==> src/rtl/rf_pkg.sv <==
// Register file shared constants and types.
// Imported by the encoder and the read-port top.
package rf_pkg;
  localparam int DATA_W   = 16;
  localparam int NUM_REGS = 16;
  localparam int IDX_W    = 4;

  typedef logic [IDX_W-1:0]  reg_idx_t;
  typedef logic [DATA_W-1:0] reg_word_t;
endpackage

==> src/rtl/wordline_encoder_16_4.sv <==
// One-hot write wordline back to a register index.
// Flags exactly-one (wr_hit) and more-than-one (multi_hot).
module wordline_encoder_16_4
  import rf_pkg::*;
(
  input  logic [NUM_REGS-1:0] wl,
  output reg_idx_t            idx,
  output logic                wr_hit,
  output logic                multi_hot
);

  logic [4:0] ones;

  // OR of set-bit positions is the index when the line is one-hot
  always_comb begin
    idx  = '0;
    ones = '0;
    for (int i = 0; i < NUM_REGS; i++) begin
      if (wl[i]) begin
        idx  = idx | reg_idx_t'(i);
        ones = ones + 5'd1;
      end
    end
    wr_hit    = (ones == 5'd1);
    multi_hot = (ones > 5'd1);
  end

endmodule

==> src/rtl/regfile_read_ports.sv <==
// 16x16 register file: write commit, two registered read ports.
// RF_BYPASS_EN: same-edge write forwards to a matching read port.
module regfile_read_ports
  import rf_pkg::*;
(
  input  logic                clk,
  input  logic                rst,
  input  logic [NUM_REGS-1:0] wr_wordline,
  input  reg_word_t           wr_data,
  input  logic                rd_en,
  input  reg_idx_t            src_reg1,
  input  reg_idx_t            src_reg2,
  output reg_word_t           rd_data1,
  output reg_word_t           rd_data2,
  output logic                rd_valid,
  output logic                wl_err
);

  reg_word_t regs [NUM_REGS];
  reg_idx_t  wr_idx;
  logic      wr_hit;
  logic      multi_hot;
  logic      wr_en;
  reg_word_t rd_nxt1;
  reg_word_t rd_nxt2;

  wordline_encoder_16_4 u_enc (
    .wl        (wr_wordline),
    .idx       (wr_idx),
    .wr_hit    (wr_hit),
    .multi_hot (multi_hot)
  );

  assign wr_en = wr_hit && (wr_idx != '0);

  // Read muxes; R0 reads zero, optional write forwarding
  always_comb begin
    rd_nxt1 = '0;
    rd_nxt2 = '0;
    if (src_reg1 != '0) rd_nxt1 = regs[src_reg1];
    if (src_reg2 != '0) rd_nxt2 = regs[src_reg2];
`ifdef RF_BYPASS_EN
    if (wr_en && (wr_idx == src_reg1)) rd_nxt1 = wr_data;
    if (wr_en && (wr_idx == src_reg2)) rd_nxt2 = wr_data;
`endif
  end

  // Register array: commit single-hot writes to R1..R15
  always_ff @(posedge clk) begin
    if (rst) begin
      for (int i = 0; i < NUM_REGS; i++) regs[i] <= '0;
    end else if (wr_en) begin
      regs[wr_idx] <= wr_data;
    end
  end

  // Read output registers; data holds when rd_en is low
  always_ff @(posedge clk) begin
    if (rst) begin
      rd_data1 <= '0;
      rd_data2 <= '0;
      rd_valid <= 1'b0;
    end else begin
      rd_valid <= rd_en;
      if (rd_en) begin
        rd_data1 <= rd_nxt1;
        rd_data2 <= rd_nxt2;
      end
    end
  end

  // Sticky illegal-wordline flag
  always_ff @(posedge clk) begin
    if (rst)            wl_err <= 1'b0;
    else if (multi_hot) wl_err <= 1'b1;
  end

endmodule

==> config.mk <==
export PLATFORM = sky130hd
export DESIGN_NAME = regfile_read_ports
export DESIGN_NICKNAME = d
export VERILOG_FILES = /design/src/rtl/rf_pkg.sv /design/src/rtl/wordline_encoder_16_4.sv /design/src/rtl/regfile_read_ports.sv
export SDC_FILE = /design/constraint.sdc
export NUM_CORES = 1
export LEC_CHECK = 0
export CAP_MARGIN = 30
export CORE_MARGIN = 3
export CORE_UTILIZATION = 50
export CTS_CLUSTER_SIZE = 12
export DETAILED_ROUTE_END_ITERATION = 8
export GPL_TIMING_DRIVEN = 0
export PLACE_DENSITY = 0.68
export SKIP_CTS_REPAIR_TIMING = 1
export SYNTH_ARGS = -nofsm -noshare
export SYNTH_HDL_FRONTEND = slang
export SYNTH_HIERARCHICAL = 1
export SYNTH_SLANG_ARGS = --single-unit
==> constraint.sdc <==
create_clock -name clk -period 12.8 [get_ports clk]
set_clock_uncertainty 0.2 [all_clocks]
set_input_delay 2.56 -clock clk [delete_from_list [all_inputs] [get_ports clk]]
set_output_delay 2.56 -clock clk [all_outputs]
set_load 0.05 [all_outputs]
# Word-level counts from Yosys, hierarchy flattened
# Memories as Yosys holds them, arrays and structs flattened.
# Index checks and enable logic that the tools add are counted.
# classes
addsub	15
order_cmp	1
eq_ne	1
muxes	41
reduce_logical	5
# op_table
cell	count
$add A5 B1 Y5 const B	15
$mux W5	15
$mux W16	3
$mux W4	9
$reduce_or A16 Y1	1
$mux W3	4
$reduce_bool A4 Y1	3
$mux W1	8
$eq A5 B1 Y1 const B	1
$gt A5 B1 Y1 const B	1
$mux W2	2
$logic_and A1 B1 Y1	1
# totals
ff_bits	34
mem_bits_rw	256
in_bits	43
out_inout_bits	34
word_cells	68
mem_count	1
# memory_table
memory	words	word_bits	read_ports	rd_ports_with_merged_regs	write_ports	line	rtl
regs	16	16	2	0	16	regfile_read_ports.sv:19	reg_word_t regs [NUM_REGS];

# Depth between registers and ports, before layout
# depth
ltp_word	38
depth_mapped	49
mapped_depth_nobuf	47

# By module
# The synthesis kept the hierarchy.
# by_module_without_submodules
module	n_inst	cells_per_inst	area_each_um2
regfile_read_ports	1	920	14622.8
wordline_encoder_16_4	1	303	2232.1

# Least setup slack after synthesis
# OpenSTA, ideal clock, no wires.
# synth_timing
path_type	input-to-reg
start	in wr_wordline[0]
end	mem regs[12][0] in the netlist's numbering, enable pin
setup_time_ns	0.334
t_arrival_ns	11.375
required_ns	12.266
setup_slack_ns	0.891
cell_stages	48
path_cell_list	inv_1 > ha_1 > buf_6 > xnor2_1 > inv_2 > ha_1 > xnor2_1 > o221a_2 > ha_1 > xor2_1 > mux2_2 > and4_1 > a311oi_2 > nand2_1 > ha_1 > nand2_1 > o21ai_0 > o21a_1 > (+12 left out) > o41ai_1 > xnor2_1 > a21o_1 > a2bb2oi_1 > ha_1 > nand2b_1 > o311ai_1 > a31oi_1 > ha_1 > nand4_1 > or3_1 > nand2_1 > o31ai_1 > xnor2_1 > and4_1 > or4b_4 > nor2_4 > or2_2
# synth_rtl
element	line	rtl
start, declared	regfile_read_ports.sv:8	input logic [NUM_REGS-1:0] wr_wordline,
end, declared	regfile_read_ports.sv:19	

==> metrics <==
CP bufs+invs 4; CTS tree built; clk buf depth 3; Post-Layout Cell Count 1828; Sw Pwr 0.882 mW; top cell type's share of synthesized area 45.6%; distinct cell type count after synthesis 92; Tot Pwr 2.93 mW; pwr/cell area 149 nW/um2; yosys warns 6; Mean Syn Cell Area 13.8 um2; wire per inst 25.0 um; initial antenna violation count 0; post-layout min period 12.16 ns; Critical Path AT 12.23 ns; drt total wl 45700 um; Yosys reg bits 290; Fin. Hold Viols 0; post-synth top area cell edfxtp_1; die width 190 um; synth top area cells edfxtp_1 46%, mux4_2 15%, and2_1 9.0%; Total GRT Usage 25.0%; Die H 190 um; RSZ-0062 raised after global routing false; num ports 77; slowest cell on the critical path or4b_4; Layout Area Growth over Synthesis 16.4%; VDD IR-drop max 0.147 mV; vias in the first global route 11000; Worst-Skew Late Latency 0.56 ns; Buffers on Ports 65; Reg power frac 39.3%; Placed Cells incl. Taps 1746; post-route ant nets 0; first-pass GRT wire length 67100 um; crit end category flop; DR iter-0 viols 1281; Num Clock Sinks 290; max cap viols 0; Synth async-reset ratio 0%; total CTS buffers 31; detailed-route via count 11100; min-delay worst type flop to flop; largest net degree at the start of global routing 17; Final Max Slew Viols 0; outcome finished clean; DR DRC count 0; FMAX 82.2 MHz; Initial Util 51.3%; Worst-path clk slew 0.06 ns; switching share of total power 30.1%; CTS H-tree lvls 1; EDFF count, synth 256; worst slew pin tran 0.857 ns; power share of the clock group 31.5%; Post-synth top cells 256 x edfxtp_1, 242 x and2_1, 114 x mux4_2; Worst Setup Start Kind input pin; Tcrit/Tclk final 95.0%; Final Wtd Congestion 0.845; CTS Root Cell clkbuf_16; cell internal pwr 2.04 mW; total global routing overflow 0; hpwl dp 32300 um; Worst EP required 12.87 ns; Slew HR 42.9%; Core Rows 66; Setup CP Type input pin to flop; ys flop type edfxtp_1; count leader, synth edfxtp_1; Nets 1420; CP delay by family, top compound AO/OA/AOI/OAI gates; DRT Pass-1 Iters 5; Comb pwr share 29.3%; # diodes 0; Mapped Area 16900 um2; Via-to-Cell Ratio 6.10; Die ar. 35900 um2; part of the Yosys area used for sequential elements 49.6%; Crit Path Max Fanout 11; Synth Instances 1223; core area 32900 um2; worst hold slack 0.269 ns; CP peak stage delay 0.55 ns; Final setup violation count 0; Static Leak 6.99 nW; proportion of layout cells with a drive suffix above 1 23.4%
power by group through the flow:
stage	clock network, mW	logic, mW	registers (mW)
final	0.921	0.856	1.15
after global routing	0.964	0.925	1.16
after CTS	0.924	0.805	1.15
after detailed placement	0	0.800	1.17
after global placement	0	0.789	1.16
after floorplan	0	0.587	1.19
final timing paths:
check / start / endpoint / slack (ns) / depth (start not counted)
setup / recovery: wr_wordline[2] / regs[4][14] / 0.64 / 47
hold / removal: rd_data1[9] / rd_data1[9] / 0.27 / 2
setup reg to reg: regs[14][3] / rd_data1[3] / 11.04 / 3
hold reg to reg: rd_data1[9] / rd_data1[9] / 0.27 / 2
sequential cells by signal, summed over array words and instances (netlist names):
| register | count |
|---|---|
| rd_data1 | 16 |
| wl_err | 1 |
| rd_valid | 1 |
| rd_data2 | 16 |
| regs | 256 |
cell families after synthesis:
group,Yosys count,share of synthesized area [%]
other cells,1,0.0222
fa+ha+maj,17,1.25
flops,290,49.6
mux,168,19.8
buf+inv,119,3.92
compound gates,137,6.41
simple gates,434,15.2
xor+xnor,57,3.72
layout make-up:
type	count	area, um2
Clock buffer	51	963
Fill cell	2643	13200
Buffer	101	604
Sequential cell	290	8370
Timing Repair Buffer	88	883
Multi-Input combinational cell	831	8100
Clock inverter	7	86.3
Inverter	18	67.6
Tap cell	442	553
metal layers:
metal / track usage [%] / wire (um) / vias to the layer above
li1: - / - / 4935
met1: 35.3 / 19200 / 5697
met2: 41.4 / 22200 / 451
met3: 3.26 / 3080 / 65
met4: 6.51 / 1190 / 0
met5: 0 / 0 / -
metrics by stage:
step | instance area [um2] | utilization [%] | setup TNS, ns | worst slack (ns)
detailed placement | 18100 | 55.2 | -477.42 | -1.45
global route | 19600 | 59.7 | 0 | 0.0546
finish | 19600 | 59.7 | 0 | 0.640
CTS | 19200 | 58.4 | -213.73 | -0.893
global placement | 18100 | 55.1 | -413.28 | -1.31
floorplan | 16900 | - | 0 | 0.891
cells in the final DEF, fill, tap and decap left out, types with 10 or more instances in the layout:
master,instances
xor2_1,15
a22oi_1,26
or2_4,17
nor2_1,18
nand2_1,67
and2_1,242
o211ai_1,37
edfxtp_1,256
clkbuf_2,11
mux4_1,13
nand3_1,13
clkbuf_8,10
mux2i_1,38
xnor2_1,31
clkdlybuf4s50_1,63
buf_2,24
nor3_1,11
clkbuf_1,51
conb_1,16
buf_4,26
ha_1,14
inv_1,15
dfxtp_1,34
clkbuf_16,33
mux4_2,114
nand2b_1,11
worst min-delay path, cell delays in order (launching register included):
cell      delay [ns]
dfxtp_1         0.32
nand2_1         0.05
o211ai_1        0.06
No activity file was read; power rests on OpenSTA's default activity.
